**src/rtl/y86_pkg.sv**
```systemverilog
// Y86-64 multi-cycle controller: shared constants, state encoding
// and instruction-class helpers.
package y86_pkg;

  localparam logic [3:0] IHALT   = 4'h0;
  localparam logic [3:0] INOP    = 4'h1;
  localparam logic [3:0] IRRMOVQ = 4'h2;
  localparam logic [3:0] IIRMOVQ = 4'h3;
  localparam logic [3:0] IRMMOVQ = 4'h4;
  localparam logic [3:0] IMRMOVQ = 4'h5;
  localparam logic [3:0] IOPQ    = 4'h6;
  localparam logic [3:0] IJXX    = 4'h7;
  localparam logic [3:0] ICALL   = 4'h8;
  localparam logic [3:0] IRET    = 4'h9;
  localparam logic [3:0] IPUSHQ  = 4'hA;
  localparam logic [3:0] IPOPQ   = 4'hB;

  localparam logic [2:0] STAT_AOK = 3'd1;
  localparam logic [2:0] STAT_HLT = 3'd2;
  localparam logic [2:0] STAT_ADR = 3'd3;
  localparam logic [2:0] STAT_INS = 3'd4;

  typedef enum logic [2:0] {
    S_FETCH,
    S_DECODE,
    S_EXEC,
    S_MEM,
    S_WB,
    S_PC,
    S_HALT
  } state_t;

  function automatic logic usesMem(input logic [3:0] ic);
    return ic inside {IRMMOVQ, IMRMOVQ, ICALL, IRET, IPUSHQ, IPOPQ};
  endfunction

  function automatic logic memWrite(input logic [3:0] ic);
    return ic inside {IRMMOVQ, ICALL, IPUSHQ};
  endfunction

  function automatic logic writesE(input logic [3:0] ic,
                                   input logic c);
    return (ic inside {IIRMOVQ, IOPQ, ICALL, IRET, IPUSHQ, IPOPQ})
        || (ic == IRRMOVQ && c);
  endfunction

  function automatic logic writesM(input logic [3:0] ic);
    return ic inside {IMRMOVQ, IPOPQ};
  endfunction

endpackage

```
**src/rtl/y86_multicycle_ctrl_if.sv**
```systemverilog
// Shared req/ack memory port between the sequencer (master)
// and the instruction/data memory (slave).
interface y86_multicycle_ctrl_if;
  logic fetch_req;
  logic mem_req;
  logic mem_we;
  logic mem_ack;
  logic mem_err;

  modport master (
    output fetch_req, mem_req, mem_we,
    input  mem_ack, mem_err
  );

  modport slave (
    input  fetch_req, mem_req, mem_we,
    output mem_ack, mem_err
  );
endinterface

```
**src/rtl/y86_wait_timer.sv**
```systemverilog
// Counts request cycles without ack; expired flags the cycle
// that is the TIMEOUT_CYC-th unanswered request cycle.
module y86_wait_timer #(
  parameter int TIMEOUT_CYC = 16
) (
  input  logic clk,
  input  logic rst,
  input  logic clr,
  input  logic inc,
  output logic expired
);
  localparam int W = $clog2(TIMEOUT_CYC);

  logic [W-1:0] cnt;

  always_ff @(posedge clk) begin
    if (rst || clr) cnt <= '0;
    else if (inc)   cnt <= cnt + 1'b1;
  end

  assign expired = inc && (cnt == W'(TIMEOUT_CYC - 1));
endmodule

```
**src/rtl/y86_multicycle_ctrl.sv**
```systemverilog
// Y86-64 multi-cycle sequencer FETCH/DECODE/EXEC/MEM/WB/PC.
// Define Y86_PERF_CNT_EN to add cycle/retired counters.
module y86_multicycle_ctrl
  import y86_pkg::*;
#(
  parameter int TIMEOUT_CYC = 16
`ifdef Y86_PERF_CNT_EN
  , parameter int CNT_W = 32
`endif
) (
  input  logic       clk,
  input  logic       rst,
  y86_multicycle_ctrl_if.master bus,
  input  logic [3:0] icode,
  input  logic       cnd,
  input  logic       inst_valid,
  output logic       ir_we,
  output logic       cc_we,
  output logic       rf_we_e,
  output logic       rf_we_m,
  output logic       pc_we,
  output logic [2:0] stat,
  output logic       halted
`ifdef Y86_PERF_CNT_EN
  , output logic [CNT_W-1:0] cycle_cnt
  , output logic [CNT_W-1:0] retired_cnt
`endif
);

  state_t state;
  logic   reqCyc;
  logic   expired;

  assign reqCyc = (state == S_FETCH) || (state == S_MEM);

  y86_wait_timer #(
    .TIMEOUT_CYC(TIMEOUT_CYC)
  ) u_timer (
    .clk    (clk),
    .rst    (rst),
    .clr    (!reqCyc || bus.mem_ack),
    .inc    (reqCyc && !bus.mem_ack),
    .expired(expired)
  );

  assign bus.fetch_req = (state == S_FETCH);
  assign bus.mem_req   = (state == S_MEM);
  assign bus.mem_we    = (state == S_MEM) && memWrite(icode);
  assign ir_we   = (state == S_FETCH) && bus.mem_ack;
  assign cc_we   = (state == S_EXEC) && (icode == IOPQ);
  assign rf_we_e = (state == S_WB) && writesE(icode, cnd);
  assign rf_we_m = (state == S_WB) && writesM(icode);
  assign pc_we   = (state == S_PC);
  assign halted  = (state == S_HALT);

  always_ff @(posedge clk) begin
    if (rst) begin
      state <= S_FETCH;
      stat  <= STAT_AOK;
    end else begin
      case (state)
        S_FETCH: begin
          if (bus.mem_ack) begin
            if (bus.mem_err) begin
              stat  <= STAT_ADR;
              state <= S_HALT;
            end else if (!inst_valid) begin
              stat  <= STAT_INS;
              state <= S_HALT;
            end else begin
              state <= S_DECODE;
            end
          end else if (expired) begin
            stat  <= STAT_ADR;
            state <= S_HALT;
          end
        end
        S_DECODE: begin
          if (icode == IHALT) begin
            stat  <= STAT_HLT;
            state <= S_HALT;
          end else if (icode > IPOPQ) begin
            stat  <= STAT_INS;
            state <= S_HALT;
          end else begin
            state <= S_EXEC;
          end
        end
        S_EXEC: state <= usesMem(icode) ? S_MEM : S_WB;
        S_MEM: begin
          if (bus.mem_ack) begin
            if (bus.mem_err) begin
              stat  <= STAT_ADR;
              state <= S_HALT;
            end else begin
              state <= S_WB;
            end
          end else if (expired) begin
            stat  <= STAT_ADR;
            state <= S_HALT;
          end
        end
        S_WB:    state <= S_PC;
        S_PC:    state <= S_FETCH;
        default: state <= S_HALT;
      endcase
    end
  end

`ifdef Y86_PERF_CNT_EN
  always_ff @(posedge clk) begin
    if (rst) begin
      cycle_cnt   <= '0;
      retired_cnt <= '0;
    end else begin
      if (state != S_HALT) cycle_cnt <= cycle_cnt + 1'b1;
      if (pc_we) retired_cnt <= retired_cnt + 1'b1;
    end
  end
`endif

endmodule

```
**src/flat_wrapper.sv**
```systemverilog
// flat-port wrapper written by rule: the top's interface ports become plain ports
module y86_multicycle_ctrl_flat import y86_pkg::*;
#(
  parameter int TIMEOUT_CYC = 16

)
  (clk, rst, icode, cnd, inst_valid, ir_we, cc_we, rf_we_e, rf_we_m, pc_we, stat, halted, bus_fetch_req, bus_mem_req, bus_mem_we, bus_mem_ack, bus_mem_err);
  y86_multicycle_ctrl_if bus_i ();
  input  logic clk;
  input  logic rst;
  input  logic [3:0] icode;
  input  logic cnd;
  input  logic inst_valid;
  output logic ir_we;
  output logic cc_we;
  output logic rf_we_e;
  output logic rf_we_m;
  output logic pc_we;
  output logic [2:0] stat;
  output logic halted;
  output wire logic [$bits(bus_i.fetch_req)-1:0] bus_fetch_req;
  output wire logic [$bits(bus_i.mem_req)-1:0] bus_mem_req;
  output wire logic [$bits(bus_i.mem_we)-1:0] bus_mem_we;
  input wire logic [$bits(bus_i.mem_ack)-1:0] bus_mem_ack;
  input wire logic [$bits(bus_i.mem_err)-1:0] bus_mem_err;
  assign bus_fetch_req = bus_i.fetch_req;
  assign bus_mem_req = bus_i.mem_req;
  assign bus_mem_we = bus_i.mem_we;
  assign bus_i.mem_ack = bus_mem_ack;
  assign bus_i.mem_err = bus_mem_err;
  y86_multicycle_ctrl #(.TIMEOUT_CYC(TIMEOUT_CYC)) u_core (.clk(clk), .rst(rst), .bus(bus_i), .icode(icode), .cnd(cnd), .inst_valid(inst_valid), .ir_we(ir_we), .cc_we(cc_we), .rf_we_e(rf_we_e), .rf_we_m(rf_we_m), .pc_we(pc_we), .stat(stat), .halted(halted));
endmodule
```
**config.mk**
```make
export PLATFORM = sky130hd
export DESIGN_NAME = y86_multicycle_ctrl_flat
export DESIGN_NICKNAME = d
export VERILOG_FILES = /design/src/rtl/y86_pkg.sv /design/src/rtl/y86_multicycle_ctrl_if.sv /design/src/rtl/y86_wait_timer.sv /design/src/rtl/y86_multicycle_ctrl.sv /design/src/flat_wrapper.sv
export SDC_FILE = /design/constraint.sdc
export NUM_CORES = 1
export LEC_CHECK = 0
export BUFFER_PORTS_ARGS = -buffer_cell sky130_fd_sc_hd__buf_4
export CELL_PAD_IN_SITES_DETAIL_PLACEMENT = 1
export CELL_PAD_IN_SITES_GLOBAL_PLACEMENT = 1
export CORE_MARGIN = 4
export CORE_UTILIZATION = 40
export DETAILED_ROUTE_END_ITERATION = 10
export GPL_TIMING_DRIVEN = 1
export PLACE_DENSITY = 0.83
export SKIP_CTS_REPAIR_TIMING = 1
export SYNTH_ARGS = -nofsm -noshare
export SYNTH_HDL_FRONTEND = slang
export SYNTH_SLANG_ARGS = --single-unit
```
**constraint.sdc**
```tcl
create_clock -name clk -period 3.8 [get_ports clk]
set_input_delay 0.76 -clock clk [delete_from_list [all_inputs] [get_ports clk]]
set_output_delay 0.76 -clock clk [all_outputs]
set_load 0.02 [all_outputs]
```
==> impl_metrics.yaml, run 1 <==
die:
  start_util_pct: 42.35
  num_io_pins: 22
  core_sq_mm: 0.001962
  rows: 16
  die-area_sq_mm: 0.002870
  fp.dieW_um: 53.58
  die_h_um: 53.58
worst_setup_path:
  cp.arrival_ns: 1.63
  crit_type: "register to output port"
  crit_path_start: "u_core.state[0]"
  reg2reg_to: "u_core.stat[2]"
  crit_path_max_fanout: 14
  worstPathRequired_ns: 3.04
  r2r-start: "u_core.state[1]"
  r2r_cells: 4
  r2r_setup_slack_ns: 2.00
  end_kind: "output port"
  cp-start-kind: "register"
worst_hold_path:
  whs_endpoint: "u_core.u_timer.cnt[0]"
  min_from: "u_core.u_timer.cnt[0]"
  hold_path_depth: 1
  hold_path_class: "register to register"
cts:
  cts.sinks: 10
  cts_tree: "yes"
  cts_buffer_depth: 2
  clk_pin_slew_ns: 0.07
  clockRootBuffer: "clkbuf_4"
  htree_levels: 1
  cts_made_buffers: 3
  clock_latency_ns: 0.28
sta:
  slew_violations: 0
  fin_crit_ns: 2.395
  tightestPinTransition_ns: 0.6219
  final.period_utilization_pct: 63.02
  fin_tns_setup_ns: 0
  clock_skew_ns: 0.007056
  setup_viol: 0
  slew_headroom_pct: 58.49
  rsz0062_at_grt: "false"
  finalHoldViolCount: 0
  hold_slack_ns: 0.4552
  fmax_ghz: 0.4176
power:
  powerDensity_mw_per_mm2: 620.3
  power.total_mw: 0.6325
  p_leak_nw: 0.4114
  ir_drop_v: 0.0004004
placed_design:
  dp_hpwl_mm: 1.823
  routabilityCongestion: 0.7624
  placed_area_sq_um: 983.4
  port_buffers: 21
  place_inst: 145
global_route:
  grt_overflow_total: 0
  grt_pass1_vias: 842
  grt.total_usage_pct: 17.32
  antenna_found_initial: 0
  grt_pass1_wl_mm: 3.698
  grt_max_degree: 19
run_status:
  outcome: "finished, final reports clean"
detailed_routing:
  drt_pass1_iterations: 4
  vias: 853
  wl_mm: 2.287
  via_per_inst: 5.725
  drtIter0Drc: 8
  drcViolationCount: 0
  wl_per_cell_um: 15.35
  ant_nets: 0
yosys:
  syn_nets: 113
  ys.flop_type: "dfxtp_1"
  synth_edf_count: 0
  synth.distinct_cells: 52
  ys_async_sr_fraction_pct: 0
  synth.avg_cell_area_sq_um: 8.145
  ys_seq_area_share_pct: 24.10
  ys_ff_latch: 10
  synth_cells: 102
  ys_warn_count: 0
  syn_area_sq_um: 830.8
finish:
  fillers: 265
  instances_no_fill: 149
  syn2layout_area_growth_pct: 22.74
  drive_gt1_share_pct: 29.51
  antennaDiodeCount: 0
  final_area_sq_mm: 0.001020
  fin_nets: 134
flow_run:
  drv_cap: 0
==> cells in the mapped netlist, drive strengths merged, types with 3 or more instances <==
| master | instances | area, sq um |
|---|---|---|
| o21ai | 7 | 35.03 |
| nor3 | 7 | 40.04 |
| a21oi | 3 | 15.01 |
| nor2 | 10 | 37.54 |
| inv | 7 | 26.27 |
| buf | 4 | 35.03 |
| nor3b | 3 | 38.79 |
| dfxtp | 10 | 200.2 |
| nand2 | 5 | 18.77 |
| and2 | 3 | 18.77 |
| a211oi | 3 | 27.52 |
==> critical path, stage by stage (launching register included) <==
cell     delay (ns)
dfxtp_1        0.62
nor2b_1        0.23
nand2_1        0.12
nor3_1         0.23
buf_4          0.17
==> stage by stage <==
step / utilization [%] / setup WS (ns)
finish: 51.98 / 1.405
CTS: 51.98 / 1.381
detailed placement: 50.13 / 1.407
floorplan: - / 1.426
global route: 51.98 / 1.181
global placement: 50.13 / 1.432
==> per-layer routing <==
layer | global-route usage [%] | vias to the layer above | wire (um) | share of wire, %
met2 | 31.84 | 24 | 1174 | 51
met1 | 21.57 | 405 | 1018 | 45
met5 | 0 | - | 0 | 0
li1 | - | 422 | - | -
met3 | 0.8310 | 2 | 68 | 3.0
met4 | 5.106 | 0 | 25 | 1.1
==> cells in the final DEF, fill, tap and decap left out, drive strengths merged, types with 3 or more instances in the layout <==
cell type  count
a21oi          3
nand2          5
a211oi         3
dfxtp         10
buf           21
o21ai          7
clkbuf         4
inv            7
nor3b          3
and2           3
nor3           7
nor2          10
==> cells by family after synthesis <==
kind of cell | Yosys count | synth area share [%]
AOI/OAI and AO/OA | 28 | 26.66
xor gates and xnor gates | 3 | 4.067
adders and majority gates | 1 | 1.506
buffers and inverters | 12 | 7.830
DFF | 10 | 24.10
and+or+nand+nor | 48 | 35.85
==> sequential cells by signal (all words and copies together), names as in the netlist <==
signal	flops
u_core.stat	3
u_core.state	3
u_core.u_timer.cnt	4
==> final cells by class <==
cell class	count	area (sq um)	share of cell area [%]
Multi-Input combinational cell	80	565.5	55.46
Timing Repair Buffer	21	157.7	15.46
Tap cell	27	33.78	3.313
Sequential cell	10	200.2	19.63
Inverter	7	26.28	2.577
Clock buffer	4	36.28	3.558
==> worst max-delay path by stage <==
stage | cells after the start | to | slack [ns]
floorplan | 3 | rf_we_m | 1.43
global placement | 5 | rf_we_e | 1.43
detailed placement | 5 | rf_we_e | 1.41
CTS | 4 | bus_mem_we | 1.38
global route | 4 | bus_mem_we | 1.18
finish | 4 | bus_mem_we | 1.41
==> where the power goes <==
part | leakage (nW) | internal (mW) | switching [mW] | total (mW)
combinational | 0.308 | 0.145 | 0.182 | 0.327
clock | 0.0210 | 0.0583 | 0.0415 | 0.0998
sequential | 0.0820 | 0.132 | 0.0734 | 0.206
(Power assumes the default switching activity.)
==> run 2: changes to the inputs <==
--- a/config.mk
+++ b/config.mk
@@ -9,10 +9,10 @@
 export CELL_PAD_IN_SITES_DETAIL_PLACEMENT = 1
 export CELL_PAD_IN_SITES_GLOBAL_PLACEMENT = 1
 export CORE_MARGIN = 4
-export CORE_UTILIZATION = 40
+export CORE_UTILIZATION = 37
 export DETAILED_ROUTE_END_ITERATION = 10
 export GPL_TIMING_DRIVEN = 1
-export PLACE_DENSITY = 0.83
+export PLACE_DENSITY = 0.77
 export SKIP_CTS_REPAIR_TIMING = 1
 export SYNTH_ARGS = -nofsm -noshare
 export SYNTH_HDL_FRONTEND = slang
==> constraint.sdc (replaced) <==
create_clock -name clk -period 2.4 [get_ports clk]
set_input_delay 0.48 -clock clk [delete_from_list [all_inputs] [get_ports clk]]
set_output_delay 0.48 -clock clk [all_outputs]
set_load 0.02 [all_outputs]
==> run 2 against run 1 <==
Against the previous run: first-iteration DRC count is 13% higher; non-clock buffer count stayed put; clock skew is 0.0035 ns higher; final cell count is 0.67% lower; via count is 1.5% lower; combinational power is 61% higher; cell area is 1.4% lower; count of clock-buffer cells in the layout is 1 lower; routed wire length is 5.8% higher; global-route usage is 0.84 points lower.
==> impl_metrics.yaml, run 2 (synthesized netlist as in run 1, its figures left out) <==
run_status:
  outcome: "finished, final reports clean"
power:
  power.total_mw: 0.9680
  powerDensity_mw_per_mm2: 962.3
  p_leak_nw: 0.4042
  ir_drop_v: 0.0007129
die:
  die-area_sq_mm: 0.003068
  core_sq_mm: 0.002042
  num_io_pins: 22
  start_util_pct: 40.69
  die_h_um: 55.39
  fp.dieW_um: 55.39
  rows: 16
cts:
  htree_levels: 1
  clockRootBuffer: "clkbuf_4"
  cts_tree: "yes"
  cts_made_buffers: 3
  clk_pin_slew_ns: 0.07
  clock_latency_ns: 0.27
  cts.sinks: 10
  cts_buffer_depth: 2
placed_design:
  port_buffers: 21
  dp_hpwl_mm: 1.869
  place_inst: 145
  dpl_worst_slack_ns: 0.5683
  placed_area_sq_um: 983.4
  routabilityCongestion: 0.8507
finish:
  instances_no_fill: 148
  largest_reg_flops: 4
  antennaDiodeCount: 0
  largest_register: "u_core.u_timer.cnt"
  fin_nets: 134
  drive_gt1_share_pct: 28.93
  fillers: 273
  largestRegisters: "u_core.u_timer.cnt (4), u_core.stat (3), u_core.state (3)"
  layout_commonest_cell: "buf_4"
  utilization_pct: 49.26
  final_area_sq_mm: 0.001006
  layout_common_cells: "buf_4, nor2_1, dfxtp_1"
  syn2layout_area_growth_pct: 21.08
global_route:
  grt_pass1_vias: 879
  antenna_found_initial: 0
  grt_pass1_wl_mm: 4.119
  grt.total_usage_pct: 16.48
  grt_overflow_total: 0
  grt_max_degree: 19
worst_setup_path:
  worstPathRequired_ns: 1.92
  crit_path_start: "u_core.state[0]"
  r2r-start: "u_core.state[1]"
  cp.arrival_ns: 1.65
  cp-start-kind: "register"
  crit_path_max_fanout: 14
  crit_type: "register to output port"
  end_kind: "output port"
sta:
  fmax_ghz: 0.4704
  hold_slack_ns: 0.4519
  finalHoldViolCount: 0
  final.period_utilization_pct: 88.57
  slew_headroom_pct: 59.53
  layout_setup_ws_ns: 0.2743
  rsz0062_at_grt: "false"
  fin_tns_setup_ns: 0
  slew_violations: 0
  clock_skew_ns: 0.01059
  fin_crit_ns: 2.126
  tightestPinTransition_ns: 0.6063
  setup_viol: 0
detailed_routing:
  met2_length_mm: 1.169
  highest_layer: "met4"
  drt_pass1_iterations: 4
  wl_per_cell_um: 16.34
  vias: 840
  drtIter0Drc: 9
  via_per_inst: 5.676
  drcViolationCount: 0
  wl_mm: 2.419
  wl_met1_mm: 1.128
  ant_nets: 0
  route.met3.wl_um: 94
flow_run:
  drv_cap: 0
worst_hold_path:
  hold_path_class: "register to register"
  min_from: "u_core.u_timer.cnt[0]"
## run 2: cell types whose count changed in the layout (fill, tap and decap cells not counted), sizes merged
cell / before / now
clkbuf: 4 / 3
## run 2: area by class of cell
cell class,instances,area (sq um),area share [%]
well taps,27,33.78,3.358
repair buffers,21,157.7,15.67
clock buffers,3,22.52,2.239
multi-input cells,80,565.5,56.22
flip-flops and latches,10,200.2,19.90
inverters,7,26.28,2.612
## run 2: critical path: stages (launching register included)
cell and delay [ns]:
dfxtp_1 0.63, nor2b_1 0.24, nand2_1 0.11, nor3_1 0.22, buf_4 0.17
## run 2: worst paths after layout
path / cells after the start / slack, ns / end
worst max-delay path: 4 / 0.27 / bus_mem_we
worst min-delay path: 1 / 0.45 / u_core.u_timer.cnt[0]
worst max register to register: 4 / 0.57 / u_core.stat[2]
worst min register to register: 1 / 0.45 / u_core.u_timer.cnt[0]
## run 2: routing by layer
layer  track usage, %  up-vias
li1                 -      420
met5                0        -
met4            3.125        0
met1            21.65      394
met3            5.128        4
met2            26.52       22
## run 2: power breakdown
part,total [mW],internal (mW),switching (mW)
logic,0.527,0.230,0.297
clock network,0.117,0.0579,0.0590
registers,0.324,0.210,0.115
total,0.968,0.497,0.471
